===== src/rtl/pwm_duty_ramp_ctrl.sv =====
// Duty-cycle sequencer: saturating target from inc/dec pulses, applied duty ramps 1 % per step.
// Each step waits RAMP_TICKS cycles and is then committed on the next PWM period boundary.
module pwm_duty_ramp_ctrl #(
  parameter int unsigned CLK_FREQ       = 50_000_000,
  parameter int unsigned PWM_FREQ       = 50,
  parameter int unsigned STEP_PCT       = 10,
  parameter int unsigned RAMP_TICKS     = 50_000,
  parameter int unsigned DUTY_RESET_PCT = 0
) (
  input  logic        clk,
  input  logic        rst,
  input  logic        inc_req,
  input  logic        dec_req,
  input  logic        period_end,
  output logic [6:0]  target_pct,
  output logic [6:0]  duty_pct,
  output logic [31:0] duty_cmp,
  output logic        update_stb,
  output logic        busy,
  output logic        at_max,
  output logic        at_min
);

  localparam int unsigned PERIOD_COUNTS = CLK_FREQ / PWM_FREQ;
  localparam int unsigned UNIT          = PERIOD_COUNTS / 100;
  // Counter only ever holds RAMP_TICKS-1 down to 0.
  localparam int unsigned TW            = (RAMP_TICKS > 1) ? $clog2(RAMP_TICKS) : 1;

  localparam logic [TW-1:0] TICK_RELOAD = TW'(RAMP_TICKS - 1);
  localparam logic [7:0]    STEP8       = 8'(STEP_PCT);
  localparam logic [6:0]    STEP7       = 7'(STEP_PCT);
  localparam logic [7:0]    MAX8        = 8'd100;
  localparam logic [6:0]    RST_PCT     = 7'(DUTY_RESET_PCT);
  localparam logic [31:0]   UNIT_W      = 32'(UNIT);
  localparam logic [31:0]   RST_CMP     = 32'(DUTY_RESET_PCT * UNIT);

  typedef enum logic [1:0] {
    S_IDLE  = 2'd0,
    S_RAMP  = 2'd1,
    S_ARMED = 2'd2
  } state_t;

  state_t       r_state;
  state_t       w_state_nxt;
  logic [TW-1:0] r_tick;
  logic [TW-1:0] w_tick_nxt;
  logic [6:0]   r_target;
  logic [6:0]   r_duty;
  logic [31:0]  r_cmp;
  logic         r_stb;

  logic [7:0]   w_tgt_up;
  logic [6:0]   w_tgt_inc;
  logic [6:0]   w_tgt_dec;
  logic [6:0]   w_duty_step;
  logic [6:0]   w_duty_nxt;
  logic         w_commit;

  // 8-bit sum so the saturation compare sees values above 100 without wrapping.
  assign w_tgt_up  = {1'b0, r_target} + STEP8;
  assign w_tgt_inc = (w_tgt_up > MAX8) ? 7'd100 : w_tgt_up[6:0];
  assign w_tgt_dec = (r_target < STEP7) ? 7'd0 : (r_target - STEP7);

  always_ff @(posedge clk or negedge rst) begin
    if (!rst) begin
      r_target <= RST_PCT;
    end else if (inc_req && !dec_req) begin
      r_target <= w_tgt_inc;
    end else if (dec_req && !inc_req) begin
      r_target <= w_tgt_dec;
    end
  end

  // Direction is taken from the live target at commit time.
  assign w_duty_step = (r_target > r_duty) ? (r_duty + 7'd1) : (r_duty - 7'd1);

  always_comb begin
    w_state_nxt = r_state;
    w_tick_nxt  = r_tick;
    w_duty_nxt  = r_duty;
    w_commit    = 1'b0;
    case (r_state)
      S_IDLE: begin
        if (r_duty != r_target) begin
          w_state_nxt = S_RAMP;
          w_tick_nxt  = TICK_RELOAD;
        end
      end
      S_RAMP: begin
        if (r_tick == '0) begin
          w_state_nxt = S_ARMED;
        end else begin
          w_tick_nxt = r_tick - TW'(1);
        end
      end
      S_ARMED: begin
        if (period_end) begin
          if (r_duty != r_target) begin
            w_commit   = 1'b1;
            w_duty_nxt = w_duty_step;
            if (w_duty_step != r_target) begin
              w_state_nxt = S_RAMP;
              w_tick_nxt  = TICK_RELOAD;
            end else begin
              w_state_nxt = S_IDLE;
            end
          end else begin
            w_state_nxt = S_IDLE;
          end
        end
      end
      default: begin
        w_state_nxt = S_IDLE;
        w_tick_nxt  = '0;
      end
    endcase
  end

  always_ff @(posedge clk or negedge rst) begin
    if (!rst) begin
      r_state <= S_IDLE;
      r_tick  <= '0;
      r_duty  <= RST_PCT;
      r_cmp   <= RST_CMP;
      r_stb   <= 1'b0;
    end else begin
      r_state <= w_state_nxt;
      r_tick  <= w_tick_nxt;
      r_duty  <= w_duty_nxt;
      r_cmp   <= 32'(w_duty_nxt) * UNIT_W;
      r_stb   <= w_commit;
    end
  end

  assign target_pct = r_target;
  assign duty_pct   = r_duty;
  assign duty_cmp   = r_cmp;
  assign update_stb = r_stb;
  assign busy       = (r_state != S_IDLE) || (r_duty != r_target);
  assign at_max     = (r_target == 7'd100);
  assign at_min     = (r_target == 7'd0);

endmodule

===== config.mk =====
export PLATFORM = sky130hd
export DESIGN_NAME = pwm_duty_ramp_ctrl
export DESIGN_NICKNAME = d
export VERILOG_FILES = /design/src/rtl/pwm_duty_ramp_ctrl.sv
export SDC_FILE = /design/constraint.sdc
export NUM_CORES = 1
export LEC_CHECK = 0
export CORE_UTILIZATION = 45
export DETAILED_ROUTE_END_ITERATION = 10
export MAX_ROUTING_LAYER = met4
export PLACE_DENSITY = 0.7
export SLEW_MARGIN = 20
export SYNTH_ARGS = -nofsm -noshare
export SYNTH_HDL_FRONTEND = slang
export SYNTH_SLANG_ARGS = --single-unit

===== constraint.sdc =====
create_clock -name clk -period 6.5 [get_ports clk]
set_clock_uncertainty 0.2 [all_clocks]
set_input_delay 0.975 -clock clk [delete_from_list [all_inputs] [get_ports clk]]
set_output_delay 0.975 -clock clk [all_outputs]
set_load 0.1 [all_outputs]

==> results.json, run 1 <==
{
  "status": "complete, no violations",
  "p_int_uw": 678,
  "leakage_uw": 0.00225,
  "p_switching_uw": 567,
  "synthArstFlopShare_pct": 100,
  "cts_hold_buf": 0,
  "required_ns": 6.49,
  "tightest_slew_ns": 0.980,
  "yosysUniqueCellTypes": 59,
  "synth_ff_type": "dfrtp_1",
  "cap_violations": 0,
  "hold_viol_final": 0,
  "num_rows": 34,
  "drv_slew": 0,
  "antenna_left": 0,
  "grt_max_degree": 46,
  "wl_per_cell_um": 15.0,
  "period_share_pct": 95.2,
  "synth-edff-count": 0,
  "period_minus_slack_ns": 6.19,
  "finalWeightedCongestion": 0.893,
  "htree_levels": 2,
  "die_h_um": 97.3,
  "clk_pin_slew_ns": 0.09,
  "clk_latency_ns": 0.30,
  "clk_root_buffer_cell": "clkbuf_8",
  "numCtsBuffers": 5,
  "cp_max_fo": 4,
  "p_per_area_nw_per_um2": 261,
  "p_comb_share_pct": 54.8,
  "numPortBuffers": 38,
  "die_area_um2": 9470,
  "ctsResizeCount": 0,
  "clk_path_buf_depth": 2,
  "hp-class": "reg -> reg",
  "drc": 0,
  "fmax_mhz": 162,
  "finalSetupTns_ns": 0,
  "dp_hpwl_mm": 6.89,
  "cts.sinks": 45,
  "layout-drive-gt1-share_pct": 12.1,
  "start_util_pct": 46.6,
  "finalSetupViolCount": 0,
  "crit_path_end_kind": "flop",
  "num_vias": 3433,
  "syn_inst": 460,
  "crit_path_start_kind": "flop",
  "total_power_uw": 1250,
  "layout_commonest_cell": "ha_1",
  "track_usage_pct": 20.3,
  "routed_wl_mm": 9.24,
  "dr.pass1.iters": 5,
  "die_width_um": 97.3,
  "synth_area_per_cell_um2": 8.88,
  "grt_antenna_before_repair": 0,
  "drt_iter0_markers": 137,
  "synth_seq_cells": 45,
  "timing.slew.headroom_pct": 34.4,
  "ios": 55,
  "pwr-share-clk_pct": 20.3,
  "ys_warn_count": 0,
  "post_cts_buffers": 0,
  "whs_ns": 0.325,
  "seq_area_frac_synth_pct": 27.6,
  "core_area_um2": 8760,
  "cts_tree": "done",
  "grt_pass1_vias": 3273,
  "area_delta_synth_final_pct": 16.9,
  "antenna_cells": 0,
  "gr-total-overflow": 0,
  "final_cell_mix": "52 x ha_1, 49 x inv_1, 37 x clkdlybuf4s50_1",
  "synth_area_um2": 4090,
  "cp.arrival_ns": 6.18,
  "seqPwrFrac_pct": 24.9,
  "worst-setup-path-type": "reg -> reg",
  "irDropWorstVdd_mv": 0.323,
  "vias_per_cell": 5.59,
  "nets": 571,
  "grt_first_pass_wirelength_mm": 15.5,
  "p_sw_share_pct": 45.5
}
-- cells in the mapped netlist (all sizes together), types with 8 or more instances --
cell type | number | area share (%)
ha | 52 | 16
inv | 50 | 4.6
xnor2 | 14 | 3.0
a21oi | 26 | 3.2
a311oi | 8 | 1.7
nor3 | 13 | 1.6
dfrtp | 45 | 28
nand2 | 24 | 2.2
nand3 | 10 | 1.2
nor2 | 28 | 2.6
clkbuf | 10 | 0.92
buf | 24 | 4.3
a31oi | 10 | 1.7
o21ai | 29 | 3.6
fa | 9 | 4.4
-- critical path: stages, from the launching register on --
cell       delay [ns]
dfrtp_4          0.45
inv_1            0.09
ha_1             0.31
nand4_1          0.14
or3_4            0.44
o31ai_4          0.10
ha_1             0.32
a211oi_4         0.29
o31ai_2          0.12
a21oi_1          0.19
xnor2_1          0.14
nand2_1          0.08
o21ai_0          0.12
ha_1             0.29
ha_1             0.28
inv_1            0.05
fa_1             0.50
fa_1             0.54
inv_1            0.04
ha_1             0.32
inv_1            0.07
o21ai_2          0.18
a2111oi_2        0.10
or3_1            0.42
o311ai_0         0.31
-- path summary, 6_finish.rpt --
check | startpoint | to | slack [ns] | cells after the start
max | duty_pct[6] | duty_cmp[19] | 0.31 | 24
min | r_tick[12] | r_tick[12] | 0.32 | 1
max reg2reg | duty_pct[6] | duty_cmp[19] | 0.31 | 24
min reg2reg | r_tick[12] | r_tick[12] | 0.32 | 1
max in group asynchronous | rst | duty_pct[5] | 5.08 | 2
min in group asynchronous | rst | duty_cmp[13] | 0.56 | 2
-- metrics by stage --
step	worst slack [ns]	utilization (%)	instances	instance area [µm²]
finish	0.312	54.5	614	4780
global route	-0.0469	54.5	614	4780
CTS	0.131	54.0	614	4730
detailed placement	0.184	52.5	606	4600
global placement	0.315	52.5	606	4600
floorplan	0.0308	-	475	4160
-- cell families (layout without fill, tap and decap cells) --
kind of cell    after synthesis  in the layout  share of synthesized area (%)
compound gates              119            119                           19.8
xor+xnor                     24             24                           6.15
fa+ha+maj                    61             61                           20.3
buf+inv                      84            115                           9.83
flops                        45             45                           27.6
mux                           4              4                           1.04
other cells                   1             16                         0.0918
simple gates                122            122                           15.2
-- power groups by stage --
| stage | sequential [µW] | combinational [µW] | clock [µW] |
|---|---|---|---|
| CTS | 310 | 672 | 261 |
| global placement | 316 | 658 | 0 |
| detailed placement | 315 | 666 | 0 |
| global route | 313 | 729 | 272 |
| floorplan | 455 | 387 | 0 |
| finish | 310 | 682 | 253 |
-- metal layers --
layer	part of all wire, %	GRT usage, %	wire length [µm]
met5	0	-	0
met4	0.52	4.64	48
met2	49	32.9	4530
met3	3.2	2.81	293
met1	47	27.2	4360
-- final cells by class --
cell class,instances,area [µm²]
fillers,822,3990
repair buffers,57,522
clock buffers,5,68.8
multi-input cells,346,2660
inverters,50,188
well taps,108,135
flip-flops and latches,45,1140
clock inverters,3,65.1
-- sequential cells by signal (all words and copies together) (netlist names) --
name / count
target_pct: 6
duty_pct: 7
r_tick: 16
r_state: 2
update_stb: 1
duty_cmp: 13
Power figures use the tool's default switching activity.
==> run 2, diff against run 1 <==
--- a/config.mk
+++ b/config.mk
@@ -5,10 +5,12 @@
 export SDC_FILE = /design/constraint.sdc
 export NUM_CORES = 1
 export LEC_CHECK = 0
-export CORE_UTILIZATION = 45
+export CORE_MARGIN = 5
+export CORE_UTILIZATION = 51
 export DETAILED_ROUTE_END_ITERATION = 10
 export MAX_ROUTING_LAYER = met4
-export PLACE_DENSITY = 0.7
+export PLACE_DENSITY = 0.78
+export SKIP_CTS_REPAIR_TIMING = 1
 export SLEW_MARGIN = 20
 export SYNTH_ARGS = -nofsm -noshare
 export SYNTH_HDL_FRONTEND = slang
==> run 2 against run 1 <==
  * Global-route usage grew 0.58 points
  * Sequential cell count is the same
  * Setup slack lost 0.074 ns
  * Via count grew 2.1%
  * Critical endpoint unchanged
==> results.json, run 2 (synthesis gave the netlist of run 1 again) <==
{
  "numCtsBuffers": 5,
  "grt_first_pass_wirelength_mm": 16.4,
  "period_minus_slack_ns": 6.26,
  "start_util_pct": 52.6,
  "numPortBuffers": 38,
  "dr.pass1.iters": 5,
  "wl_per_cell_um": 16.4,
  "track_usage_pct": 20.9,
  "clk_latency_ns": 0.31,
  "timing.slew.headroom_pct": 33.4,
  "dp_hpwl_mm": 7.23,
  "routed_wl_mm": 9.89,
  "hold_viol_final": 0,
  "vias_per_cell": 5.81,
  "die_area_um2": 9900,
  "required_ns": 6.51,
  "design_area_um2": 4760,
  "core_area_um2": 7770,
  "clk_root_buffer_cell": "clkbuf_8",
  "regMostFlops": "r_tick",
  "period_share_pct": 96.3,
  "layout-drive-gt1-share_pct": 12.0,
  "finalWeightedCongestion": 0.982,
  "ios": 55,
  "cts.sinks": 45,
  "nets": 566,
  "die_h_um": 99.5,
  "worst-setup-path-type": "reg -> reg",
  "leakage_uw": 0.00222,
  "area_delta_synth_final_pct": 16.6,
  "cp_max_fo": 5,
  "antenna_cells": 0,
  "fmax_mhz": 160,
  "final_cell_mix": "50 x inv_1, 50 x ha_1, 37 x clkdlybuf4s50_1",
  "grt_antenna_before_repair": 0,
  "hp-class": "reg -> reg",
  "dpl_cell_area_um2": 4560,
  "irDropWorstVdd_mv": 0.324,
  "num_vias": 3506,
  "crit_path_end_kind": "flop",
  "crit_chain": "inv_1, ha_1, nand4_1, or3_4, o31ai_4, ha_4, a211oi_4, o31ai_4, a21oi_1, xnor2_1, nand2_1, o21ai_0, ha_1, ha_1, inv_1, fa_1, fa_1, inv_1, ha_1, inv_1, o21ai_2, a2111oi_2, or3_1, o311ai_2",
  "cts_tree": "done",
  "crit_path_start_kind": "flop",
  "critical-path-max-stage-delay_ns": 0.54,
  "htree_levels": 2,
  "largest_register_ffs": 16,
  "whs_ns": 0.319,
  "cp.arrival_ns": 6.28,
  "slowest_stage": "fa_1",
  "p_per_area_nw_per_um2": 260,
  "antenna_left": 0,
  "tightest_slew_ns": 0.996,
  "grt_max_degree": 46,
  "clk_pin_slew_ns": 0.09,
  "finalSetupViolCount": 0,
  "die_width_um": 99.5,
  "cap_violations": 0,
  "drv_slew": 0,
  "status": "complete, no violations",
  "drt_iter0_markers": 204,
  "drc": 0,
  "gr-total-overflow": 0,
  "total_power_uw": 1240,
  "clk_path_buf_depth": 2,
  "num_rows": 32,
  "grt_pass1_vias": 3471
}
## run 2: where the power goes
group	internal [µW]	leakage (µW)	switching, µW
clock	125	0.0000574	103
sequential	300	0.000524	10.7
combinational	229	0.00164	470
## run 2: through the flow
stage          setup WS, ns  setup TNS, ns  utilization (%)  std cells
2_1_floorplan        0.0308              0                -        475
3_3_place_gp          0.293              0             58.7        595
3_5_place_dp         0.0953              0             58.7        595
4_1_cts             -0.0210        -0.0210             60.2        603
5_1_grt             -0.0560        -0.0560             61.3        603
6_report              0.238              0             61.3        603
## run 2: final cells by class
type,count,area (µm²)
fill,648,3000
timing repair buffer,52,483
tap,102,128
inverter,50,188
clock buffer,6,82.6
sequential,45,1140
clock inverter,2,37.5
multi-input combinational,346,2700
## run 2: worst max-delay path: cells and delay by family (launching register included)
family | cells | cell delay, ns
fa+ha+maj | 7 | 2.56
compound gates | 8 | 1.44
xor+xnor | 1 | 0.15
flops | 1 | 0.43
buf+inv | 4 | 0.24
simple gates | 4 | 1.15
## run 2: worst paths after layout
path	startpoint	end	slack (ns)	cells after the start
max	duty_pct[5]	duty_cmp[19]	0.24	24
min	r_tick[12]	r_tick[12]	0.32	1
max in group asynchronous	rst	duty_pct[5]	5.19	1
min reg2reg	r_tick[12]	r_tick[12]	0.32	1
min in group asynchronous	rst	r_tick[4]	0.47	1
max reg2reg	duty_pct[5]	duty_cmp[19]	0.24	24
## run 2: layer usage
| metal | global-route usage (%) | vias to the layer above | wire length (µm) | share of wire (%) |
|---|---|---|---|---|
| li1 | - | 1684 | - | - |
| met1 | 26.7 | 1710 | 4340 | 44 |
| met2 | 33.8 | 93 | 4940 | 50 |
| met3 | 3.09 | 19 | 421 | 4.3 |
| met4 | 7.67 | 0 | 195 | 2.0 |
| met5 | - | - | 0 | 0 |
==> run 3, diff against run 2 <==
--- a/config.mk
+++ b/config.mk
@@ -8,6 +8,7 @@
 export CORE_MARGIN = 5
 export CORE_UTILIZATION = 51
 export DETAILED_ROUTE_END_ITERATION = 10
+export GPL_ROUTABILITY_DRIVEN = 0
 export MAX_ROUTING_LAYER = met4
 export PLACE_DENSITY = 0.78
 export SKIP_CTS_REPAIR_TIMING = 1
==> run 3 against run 2 <==
  * Wire length down 4.3%
  * Critical path depth fell by 1
  * Global-route usage is 0.96 points lower
  * Combinational power shrank 2%
  * Critical path type unchanged
  * Largest power group unchanged
==> results.json, run 3 (synthesis gave the netlist of run 1 again) <==
{
  "status": "complete, no violations",
  "track_usage_pct": 19.9,
  "finalSetupViolCount": 0,
  "grt_antenna_before_repair": 0,
  "finalSetupTns_ns": 0,
  "r2r_setup_slack_ns": 0.25,
  "required_ns": 6.47,
  "grt_first_pass_wirelength_mm": 16.0,
  "drt_iter0_markers": 171,
  "cp_max_fo": 5,
  "cts.sinks": 45,
  "die_width_um": 99.5,
  "dp_hpwl_mm": 7.14,
  "cp-startpoint": "duty_pct[5]",
  "antenna_left": 0,
  "worst_r2r_endpoint": "duty_cmp[19]",
  "crit_path_start_kind": "flop",
  "nets": 567,
  "clk_root_buffer_cell": "clkbuf_8",
  "area_delta_synth_final_pct": 15.3,
  "drc": 0,
  "die_h_um": 99.5,
  "final_cell_mix": "51 x ha_1, 50 x inv_1, 37 x clkdlybuf4s50_1",
  "hp-class": "reg -> reg",
  "cap_violations": 0,
  "largest_register_ffs": 16,
  "p_per_area_nw_per_um2": 259,
  "htree_levels": 2,
  "ios": 55,
  "numPortBuffers": 38,
  "worstReg2RegStart": "duty_pct[5]",
  "core_area_um2": 7770,
  "irDropWorstVdd_mv": 0.410,
  "crit_path_end_kind": "flop",
  "antenna_cells": 0,
  "worst-setup-path-type": "reg -> reg",
  "dr.pass1.iters": 4,
  "gr-total-overflow": 0,
  "clk_path_buf_depth": 2,
  "leakage_uw": 0.00221,
  "layout_commonest_cell": "ha_1",
  "fmax_mhz": 160,
  "hold_viol_final": 0,
  "whs_ns": 0.326,
  "num_vias": 3464,
  "clk_pin_slew_ns": 0.09,
  "cts_tree": "done",
  "routed_wl_mm": 9.46,
  "wl_per_cell_um": 15.7,
  "tightest_slew_ns": 0.998,
  "r2r_cells": 23,
  "period_share_pct": 96.1,
  "dp_slack_ns": 0.0332,
  "numCtsBuffers": 5,
  "drv_slew": 0,
  "grt_max_degree": 46,
  "timing.slew.headroom_pct": 33.3,
  "grt_pass1_vias": 3376,
  "clk_latency_ns": 0.31,
  "setup_slack_ns": 0.253,
  "die_area_um2": 9900,
  "regMostFlops": "r_tick",
  "num_rows": 32,
  "cp.arrival_ns": 6.22,
  "worstSetupEndpoint": "duty_cmp[19]",
  "period_minus_slack_ns": 6.25,
  "layout-drive-gt1-share_pct": 11.0,
  "start_util_pct": 52.6,
  "vias_per_cell": 5.74
}
## run 3: cell type report
class,instances,area [µm²]
inverter,50,188
clock buffer,6,82.6
tap,102,128
sequential,45,1140
fill,662,3060
timing repair buffer,53,490
multi-input combinational,346,2640
clock inverter,2,37.5
## run 3: how the worst min path moves through the flow
stage / to / depth (start not counted) / start
floorplan: r_tick[12] / 1 / r_tick[12]
global placement: r_tick[12] / 1 / r_tick[12]
detailed placement: r_tick[12] / 1 / r_tick[12]
CTS: r_tick[12] / 1 / r_tick[12]
global route: r_tick[12] / 1 / r_tick[12]
finish: r_tick[12] / 1 / r_tick[12]
## run 3: routing by layer
| metal | vias to the layer above | routed length [µm] | GRT usage (%) |
|---|---|---|---|
| li1 | 1687 | - | - |
| met1 | 1661 | 4280 | 26.3 |
| met2 | 92 | 4630 | 32.7 |
| met3 | 24 | 370 | 2.66 |
| met4 | 0 | 174 | 4.73 |
| met5 | - | 0 | - |
## run 3: power breakdown
part	leakage (µW)	switching [µW]	internal, µW	total, µW
Combinational	0.00163	459	223	682
Sequential	0.000524	11.0	300	311
Clock	0.0000574	103	125	228
Total	0.00221	573	649	1220
## run 3: stage by stage
stage               instances  cell area [µm²]  power (µW)  util [%]
floorplan                 475             4160         842         -
global placement          596             4560         972      58.7
detailed placement        596             4560         986      58.7
CTS                       604             4680        1220      60.3
global route              604             4710        1280      60.6
finish                    604             4710        1220      60.6
## run 3: critical path, cell delays in order (launching register included)
cell and delay [ns]:
dfrtp_4 0.43, inv_1 0.06, ha_1 0.33, nand4_1 0.20, or3_4 0.45, o31ai_4 0.10, inv_1 0.09, fa_1 0.44
nor2b_1 0.18, o221ai_1 0.15, o2bb2ai_1 0.20, xor2_1 0.23, nor2_2 0.09, xnor2_1 0.30, ha_1 0.30, ha_1 0.30
ha_1 0.33, fa_1 0.48, a21o_1 0.17, a21oi_1 0.25, o21ai_2 0.10, a2111oi_2 0.41, or3_1 0.21, o311ai_1 0.10
